**config.mk**
```make
export PLATFORM = sky130hd
export DESIGN_NAME = datapath_mc
export DESIGN_NICKNAME = d
export VERILOG_FILES = /design/src/rtl/datapath_mc.sv
export SDC_FILE = /design/constraint.sdc
export NUM_CORES = 1
export LEC_CHECK = 0
export CAP_MARGIN = 40
export CORE_MARGIN = 8
export CORE_UTILIZATION = 40
export DETAILED_ROUTE_END_ITERATION = 10
export DONT_BUFFER_PORTS = 1
export GPL_TIMING_DRIVEN = 0
export PLACE_DENSITY_LB_ADDON = 0.3
export REMOVE_ABC_BUFFERS = 1
export SETUP_SLACK_MARGIN = 0.4
export SKIP_CTS_REPAIR_TIMING = 1
export SYNTH_ARGS = -nofsm -noshare
export SYNTH_HDL_FRONTEND = slang
export SYNTH_SLANG_ARGS = --single-unit
```
**constraint.sdc**
```tcl
create_clock -name clock -period 10.7 [get_ports clock]
set_input_delay 1.605 -clock clock [delete_from_list [all_inputs] [get_ports clock]]
set_output_delay 1.605 -clock clock [all_outputs]
set_load 0.01 [all_outputs]
```
**src/rtl/datapath_mc.sv**
```systemverilog
// Multi-cycle datapath: register file, full ALU, registered flags, req/ack load/store port.
// Latency: ALU ops retire with done one cycle after accept; loads/stores retire one cycle after mem_ack.
// Backpressure: start is ignored while busy; mem_req holds until mem_ack. Optional DATAPATH_MEMTIMEOUT_EN aborts stalled accesses.
module datapath_mc #(
    parameter int NBITS      = 8,
    parameter int NREGS      = 32,
    parameter int WIDTH_ALUF = 4
`ifdef DATAPATH_MEMTIMEOUT_EN
    , parameter int TIMEOUT  = 15
`endif
) (
    input  logic                      clock,
    input  logic                      reset_n,
    input  logic                      start,
    input  logic [$clog2(NREGS)-1:0]  RS1,
    input  logic [$clog2(NREGS)-1:0]  RS2,
    input  logic [$clog2(NREGS)-1:0]  RD,
    input  logic signed [NBITS-1:0]   IMM,
    input  logic [WIDTH_ALUF-1:0]     ALUControl,
    input  logic                      ALUSrc,
    input  logic                      MemRead,
    input  logic                      MemWrite,
    input  logic                      RegWrite,
    input  logic                      link,
    input  logic [NBITS-1:0]          pclink,
    output logic                      busy,
    output logic                      done,
    output logic                      Zero,
    output logic                      Neg,
    output logic                      Carry,
    output logic [NBITS-1:0]          PCReg,
    output logic                      mem_req,
    output logic                      mem_we,
    output logic [NBITS-3:0]          Address,
    output logic [NBITS-1:0]          WriteData,
    input  logic [NBITS-1:0]          ReadData,
    input  logic                      mem_ack,
    output logic                      mem_err
);

    localparam int AW  = $clog2(NREGS);
    localparam int SHW = $clog2(NBITS);

    localparam logic [0:0] S_IDLE = 1'b0;
    localparam logic [0:0] S_MEM  = 1'b1;

    localparam logic [WIDTH_ALUF-1:0] OP_SUB  = WIDTH_ALUF'(1);
    localparam logic [WIDTH_ALUF-1:0] OP_AND  = WIDTH_ALUF'(2);
    localparam logic [WIDTH_ALUF-1:0] OP_OR   = WIDTH_ALUF'(3);
    localparam logic [WIDTH_ALUF-1:0] OP_XOR  = WIDTH_ALUF'(4);
    localparam logic [WIDTH_ALUF-1:0] OP_SLL  = WIDTH_ALUF'(5);
    localparam logic [WIDTH_ALUF-1:0] OP_SRL  = WIDTH_ALUF'(6);
    localparam logic [WIDTH_ALUF-1:0] OP_SRA  = WIDTH_ALUF'(7);
    localparam logic [WIDTH_ALUF-1:0] OP_SLT  = WIDTH_ALUF'(8);
    localparam logic [WIDTH_ALUF-1:0] OP_SLTU = WIDTH_ALUF'(9);

    logic [NBITS-1:0] rf [NREGS];
    logic [0:0]       state;

    logic [NBITS-1:0] src_a;
    logic [NBITS-1:0] src_b;
    logic [NBITS:0]   sum;
    logic [NBITS:0]   diff;
    logic [SHW-1:0]   shamt;
    logic [NBITS-1:0] alu_res;
    logic             alu_c;

    // Captured at accept so the memory phase is independent of controller inputs
    logic [NBITS-1:0] alu_q;
    logic [AW-1:0]    rd_q;
    logic             rw_q;
    logic             lk_q;
    logic [NBITS-1:0] pcl_q;

    logic             mem_abort;
    logic [NBITS-1:0] alu_wb;
    logic [NBITS-1:0] mem_wb;

    assign src_a = rf[RS1];
    assign src_b = ALUSrc ? IMM : rf[RS2];
    assign PCReg = rf[RS1];
    assign sum   = {1'b0, src_a} + {1'b0, src_b};
    assign diff  = {1'b0, src_a} - {1'b0, src_b};
    assign shamt = src_b[SHW-1:0];

    always_comb begin
        alu_res = sum[NBITS-1:0];
        alu_c   = sum[NBITS];
        case (ALUControl)
            OP_SUB: begin
                alu_res = diff[NBITS-1:0];
                alu_c   = ~diff[NBITS];
            end
            OP_AND:  begin alu_res = src_a & src_b;  alu_c = 1'b0; end
            OP_OR:   begin alu_res = src_a | src_b;  alu_c = 1'b0; end
            OP_XOR:  begin alu_res = src_a ^ src_b;  alu_c = 1'b0; end
            OP_SLL:  begin alu_res = src_a << shamt; alu_c = 1'b0; end
            OP_SRL:  begin alu_res = src_a >> shamt; alu_c = 1'b0; end
            OP_SRA:  begin alu_res = $unsigned($signed(src_a) >>> shamt); alu_c = 1'b0; end
            OP_SLT: begin
                alu_res = {{(NBITS-1){1'b0}}, ($signed(src_a) < $signed(src_b))};
                alu_c   = 1'b0;
            end
            OP_SLTU: begin
                alu_res = {{(NBITS-1){1'b0}}, (src_a < src_b)};
                alu_c   = 1'b0;
            end
            default: begin
                alu_res = sum[NBITS-1:0];
                alu_c   = sum[NBITS];
            end
        endcase
    end

    assign alu_wb    = link ? pclink : alu_res;
    assign mem_wb    = lk_q ? pcl_q : (!mem_we ? ReadData : alu_q);
    assign busy      = (state == S_MEM);
    assign mem_req   = (state == S_MEM);
    assign Address   = alu_q[NBITS-1:2];

`ifdef DATAPATH_MEMTIMEOUT_EN
    localparam int CW = $clog2(TIMEOUT + 1);

    logic [CW-1:0] wait_cnt;

    // Ack arriving on the last allowed cycle still wins over the abort
    assign mem_abort = (state == S_MEM) && !mem_ack && (wait_cnt == CW'(TIMEOUT - 1));

    always_ff @(posedge clock or negedge reset_n) begin
        if (!reset_n) begin
            wait_cnt <= '0;
            mem_err  <= 1'b0;
        end else begin
            if ((state == S_MEM) && !mem_ack && !mem_abort)
                wait_cnt <= wait_cnt + CW'(1);
            else
                wait_cnt <= '0;
            if (mem_abort)
                mem_err <= 1'b1;
        end
    end
`else
    assign mem_abort = 1'b0;
    assign mem_err   = 1'b0;
`endif

    always_ff @(posedge clock or negedge reset_n) begin
        if (!reset_n) begin
            for (int i = 0; i < NREGS; i++)
                rf[i] <= '0;
            state     <= S_IDLE;
            done      <= 1'b0;
            Zero      <= 1'b0;
            Neg       <= 1'b0;
            Carry     <= 1'b0;
            mem_we    <= 1'b0;
            WriteData <= '0;
            alu_q     <= '0;
            rd_q      <= '0;
            rw_q      <= 1'b0;
            lk_q      <= 1'b0;
            pcl_q     <= '0;
        end else begin
            done <= 1'b0;
            case (state)
                S_IDLE: begin
                    if (start) begin
                        Zero  <= (alu_res == '0);
                        Neg   <= alu_res[NBITS-1];
                        Carry <= alu_c;
                        if (MemRead || MemWrite) begin
                            state     <= S_MEM;
                            mem_we    <= ~MemRead;
                            alu_q     <= alu_res;
                            WriteData <= rf[RS2];
                            rd_q      <= RD;
                            rw_q      <= RegWrite;
                            lk_q      <= link;
                            pcl_q     <= pclink;
                        end else begin
                            done <= 1'b1;
                            if (RegWrite && (RD != '0))
                                rf[RD] <= alu_wb;
                        end
                    end
                end
                S_MEM: begin
                    if (mem_ack) begin
                        if (rw_q && (rd_q != '0))
                            rf[rd_q] <= mem_wb;
                        state <= S_IDLE;
                        done  <= 1'b1;
                    end else if (mem_abort) begin
                        state <= S_IDLE;
                        done  <= 1'b1;
                    end
                end
                default: state <= S_IDLE;
            endcase
        end
    end

endmodule

```
# Yosys cells after proc, flatten, opt, wreduce, memory -nomap -nowiden
# Cells that the tools add are included.
# word_totals
ff_bits	293
output_inout_bits	30
elab_cells	125
# classes
addsub	2
magnitude_cmp	8
eq_ne	14
shift	3
muxes	32
bitwise	10
reduce_logical	12
# op_table
op	count
$mux 256	5
$bwmux 256	2
$pmux 256 s2	1
$bmux 8 s5	2
$demux 8 s5	2
$mux 8	10
$pmux 8 s9	1
$ge 6x6->1 const B	4
$not 5->6	4
$eq 4x3->1 const B	4
$lt 8x8->1	2
$lt 6x1->1 const B	2
$reduce_bool 5->1	2
$add 8x8->9	1
$sub 8x8->9	1
$and 8x8->8	1
$eq 4x2->1 const B	2
$eq 4x4->1 const B	2
$logic_not 8->1	1
$ne 2x2->1 const B	4
$or 8x8->8	1
$reduce_or 8->1	1
$shl 8x3->8	1
$shr 8x3->8	1
12 further kinds	24

# Longest topological paths before layout
# Gate-level depths: netlist of run 1.
# depth
depth_word	13
depth_mapped	24
depth_no_buf	20

# Worst setup path after synthesis of run 1
# No wires, ideal clock.
# synth_path
path_kind	input -> register
startpoint	input port RS2[1]
endpoint	register Zero
setup_ns	0.092
t_arrival_ns	6.126
path_slack_ns	4.482
path_stages	20
n_path_buf	6
cell_sequence	buf_6 > buf_12 > buf_12 > buf_2 > buf_1 > mux4_2 > mux4_2 > mux2_2 > mux2i_1 > ha_1 > clkbuf_1 > or3_1 > o21ai_0 > a21oi_1 > xor2_1 > a211o_1 > a31oi_2 > nor2_1 > or4b_1 > o31ai_2
# synth_between
elab_chain_len	8
# synth_rtl
element	line_no	rtl
from (decl)	16	input logic [$clog2(NREGS)-1:0] RS2,
$not 5->6 (not written as such) (*)	80	assign src_b = ALUSrc ? IMM : rf[RS2];
$bmux 8 s5 (*)	80	
$mux 8 (not written as such) (*) (2 in series)	80	
$mux 8 (*)	80	
$add 8x8->9 (tied with other cells)	82	assign sum = {1'b0, src_a} + {1'b0, src_b};
$pmux 8 s9 (*)	89	case (ALUControl)
$logic_not 8->1 (*)	168	Zero <= (alu_res == '0);
to (signal assigned)	168	
to (decl)	28	output logic Zero,
# Mark *: on every way between the ends. The rest lies on a longest branch, timed or not. The select of a mux whose other input is x is not followed.
# A chain may end at the register's enable or synchronous reset.

# Worst setup path in the final report of run 1
# layout_path
startpoint	input port RS2[0]
endpoint	register rf[112] (netlist bit)
# layout_between
elab_chain_len	13
# layout_rtl
element	line_no	rtl
$not 5->6 (not written as such) (*)	80	
$bmux 8 s5 (*)	80	
$mux 8 (not written as such) (*) (2 in series)	80	
$mux 8 (*)	80	
$add 8x8->9 (tied with other cells)	82	
$pmux 8 s9 (*)	89	
$mux 8 (*)	115	assign alu_wb = link ? pclink : alu_res;
$bwmux 256 (*)	183	rf[RD] <= alu_wb;
$mux 256 (*)	182	if (RegWrite && (RD != '0))
$mux 256 (*)	171	if (MemRead || MemWrite) begin
$mux 256 (*)	167	if (start) begin
$pmux 256 s2 (*)	165	case (state)
to (signal, indexed assignment)	183	
to (signal, indexed assignment)	190	rf[rd_q] <= mem_wb;
to (decl)	57	logic [NBITS-1:0] rf [NREGS];
# Marks and branches as above.

==> results.cfg, run 1 <==
[sta]
setup_ws_ns = 2.68
fmax_mhz = 125
hold_viol_final = 0
min_period_ns = 8.02
clock_skew_ns = 0.0371
max-slew-margin-rel_pct = 9.64
rsz0062_at_grt = no
tightest_slew_ns = 1.36
holdWs_ns = 0.407
period_share_pct = 74.9
fin_setup_tns_ns = 0
drv_slew = 0
finalSetupViolCount = 0

[floorplan]
fp.dieH_um = 233
die_width_um = 233
ios = 82
die-area_mm2 = 0.0541
start_util_pct = 40.4
core_mm2 = 0.0465
row_count = 79

[worst_hold_path]
hold_path_depth = 0
min_to = rf[249]
hp-class = reg -> reg
min_from = rf[249]

[routing]
first_pass_iters = 6
postRouteAntennaNets = 0
wirelength_mm = 71.1
drtIter0Drc = 2228
wire_per_inst_um = 28.0
vias = 17200
drc = 0
via_per_inst = 6.76

[synthesis]
ys_top_cells_by_area = dfrtp_1 (39%), mux2i_1 (9.7%), a22oi_1 (8.9%)
ys_types = 80
synth_seq_cells = 293
async_flop_share_pct = 100
yosysWarnings = 0
synth-edff-count = 0
syn_area_per_cell_um2 = 9.42
synth_top_area_share_pct = 39.1
yosysTopAreaCell = dfrtp_1
synth_cells = 1991
syn-cell-area_mm2 = 0.0188
synth_ff_type = dfrtp_1
synth_seq_area_share_pct = 39.1

[grt]
grt_first_pass_wirelength_mm = 107
grt_pass1_vias = 16600
grt-ovfl-total = 0
gr-max-usage-layer = met2
use_met1_pct = 34.7
antenna_found_initial = 0
use_met3_pct = 5.81
grt_max_degree = 294
grtUsageMet2_pct = 38.9
grt_usage_pct = 25.5

[worst_setup_path]
rr_startpoint = rf[32]
crit_slowest_cell = nor2b_1
cp_max_fo = 44
cp_cell_sequence = nor2b_1 -> buf_6 -> a22oi_1 -> a21oi_1 -> nor4_1 -> clkdlybuf4s15_2 -> a21oi_2 -> inv_1 -> ha_1 -> fa_1 -> nand2b_1 -> a21oi_1 -> o21a_1 -> o21ai_0 -> a21oi_1 -> nor3_1 -> mux2_2 -> a41oi_1 -> o311ai_1 -> o211ai_1 -> buf_4 -> buf_4 -> o21ai_0
start_kind = input pin
setup.worst_path.end_class = flip-flop
crit_family = compound AO/OA/AOI/OAI gates
path_class = in -> reg
cp_common_cell = a21oi_1
slowest_delay_ns = 0.71
worstPathRequired_ns = 11.11
r2r_setup_slack_ns = 4.13
crit_buf_inv = 5
critPathArrivalTime_ns = 8.43
rr_endpoint = rf[112]
ff2ff_path_depth = 22

[clock_tree]
clk_path_buf_depth = 3
cts_tree = built
htree_levels = 2
cts_buffers = 36
clock_latency_ns = 0.56
cts_root_buffer = clkbuf_16
cts.sinks = 293
clkTransAtPathRegs_ns = 0.06

[finish]
fin_nets = 1983
final_util_pct = 44.3
area_growth_pct = 9.85
multiInputGateArea_mm2 = 0.0106
finalInstanceArea_mm2 = 0.0206
fillCellCount = 4428
seq_area_mm2 = 0.00733
drive_gt1_share_pct = 10.5

[outcome]
status = complete, no violations

[pwr]
vdd_drop_max_v = 0.000119
power_density_mw_per_mm2 = 175
p_leak_nw = 8.70

[placement]
gp_congestion = 0.960
dpl_cell_area_mm2 = 0.0194
portBuffers = 0
post-place-ws_ns = 2.31
dp_hpwl_mm = 50.6

[flow_run]
maxCapViolations = 0
[layout make-up]
type                    count  area share, %
multi-input cells        1506           51.6
flip-flops and latches    293           35.6
clock buffers              49           5.00
well taps                 607           3.69
repair buffers             38           2.78
clock inverters            15          0.796
inverters                  29          0.559
diodes                      2         0.0243
[worst register-to-register path: stages (launching register included)]
cell and delay [ns]:
dfrtp_1 0.39, mux2i_1 0.17, a22oi_1 0.13, a21oi_1 0.41, nor4_1 0.15, clkdlybuf4s15_2 0.28, a21oi_2 0.69, inv_1 0.37
ha_1 0.34, fa_1 0.49, nand2b_1 0.19, a21oi_1 0.20, o21a_1 0.17, o21ai_0 0.17, a21oi_1 0.24, nor3_1 0.07
mux2_2 0.27, a41oi_1 0.22, o311ai_1 0.24, o211ai_1 0.63, buf_4 0.28, buf_4 0.20, o21ai_0 0.11
[flip-flops by register name (all words and copies together) (netlist names), 5 cells and up]
name,count
pcl_q,8
alu_q,8
rf,256
WriteData,8
rd_q,5
[synth_stat cells (4+ instances only)]
master / count
a21oi_1: 50
a22oi_1: 222
a31oi_1: 8
and2_1: 6
and3_1: 9
and3b_1: 4
buf_1: 16
buf_2: 16
buf_4: 17
buf_6: 9
clkbuf_1: 100
dfrtp_1: 293
ha_1: 25
inv_1: 25
mux2_2: 7
mux2i_1: 182
mux4_2: 57
nand2_1: 360
nand2b_1: 9
nand3_1: 32
nand3b_1: 4
nand4_1: 8
nor2_1: 89
nor2b_1: 11
nor3_1: 15
nor3b_1: 8
o211ai_1: 13
o21ai_0: 167
o21ai_1: 35
o221ai_1: 96
o22ai_1: 7
o31ai_1: 4
or2_2: 4
or3_1: 6
xnor2_1: 5
[power by group]
group	leakage [nW]	internal (W)	switching, W
registers	3.97	0.00129	0.000209
clock network	0.593	0.000750	0.000521
logic	4.13	0.000359	0.000475
total	8.70	0.00240	0.00121
[per-stage QoR]
step           std cells  power (W)
2_1_floorplan       1828    0.00199
3_3_place_gp        2435    0.00225
3_5_place_dp        2472    0.00231
4_1_cts             2536    0.00358
5_1_grt             2537    0.00374
6_report            2539    0.00361
[cell usage in the layout (no fill, tap or decap), types with 8 or more instances in the layout]
cell,Yosys,final
buf_4,17,12
nand3_1,32,32
a22oi_1,222,222
o221ai_1,96,96
mux2i_1,182,182
clkbuf_16,0,37
o211ai_1,13,13
a21oi_1,50,50
o21ai_0,167,167
clkinv_2,1,9
mux4_2,57,57
nor2_1,89,83
nor2b_1,11,10
dfrtp_1,293,293
o21ai_1,35,33
and3_1,9,9
inv_1,25,25
buf_16,0,11
nand2_1,360,359
nor3_1,15,13
buf_6,9,10
ha_1,25,25
nand4_1,8,8
nand2b_1,9,9
[per-layer routing]
layer  wire [µm]  part of all wire [%]
met4        2990                   4.2
met2       31600                    44
met1       29000                    41
met5           0                     0
met3        7500                    11
[cell families (layout without fill, tap and decap cells)]
family          count (synthesis)  after routing  share of synthesized area (%)
simple gates                  581            581                           13.4
other cells                     1              3                         0.0200
flops                         293            293                           39.1
compound gates                643            643                           23.3
mux                           247            247                           17.1
fa+ha+maj                      27             27                           1.88
xor+xnor                        7              7                          0.327
buf+inv                       192            131                           4.88
[how the worst max path moves through the flow]
stage | end | startpoint | depth (start not counted)
detailed placement | rf[104] | RS2[0] | 23
CTS | rf[112] | RS2[0] | 23
floorplan | rf[150] | RS2[0] | 19
global route | rf[56] | RS2[0] | 23
finish | rf[112] | RS2[0] | 23
global placement | rf[150] | RS2[0] | 19
Note: power is estimated with default switching activity, not from simulation.
==> inputs of run 2 (changes only) <==
==> constraint.sdc (replaced) <==
create_clock -name clock -period 8.39 [get_ports clock]
set_input_delay 1.2585 -clock clock [delete_from_list [all_inputs] [get_ports clock]]
set_output_delay 1.2585 -clock clock [all_outputs]
set_load 0.01 [all_outputs]
==> results of run 2 <==
The final DEF is identical to that of run 1. Status: complete, no violations.
Among the figures that moved: setup slack after placement 2.31 ns -> 0.348 ns; setup slack after layout 2.68 ns -> 0.717 ns; register-to-register setup slack 4.13 ns -> 1.82 ns; total power 0.00361 W -> 0.00460 W; worst IR drop on VDD 0.000119 V -> 0.000151 V
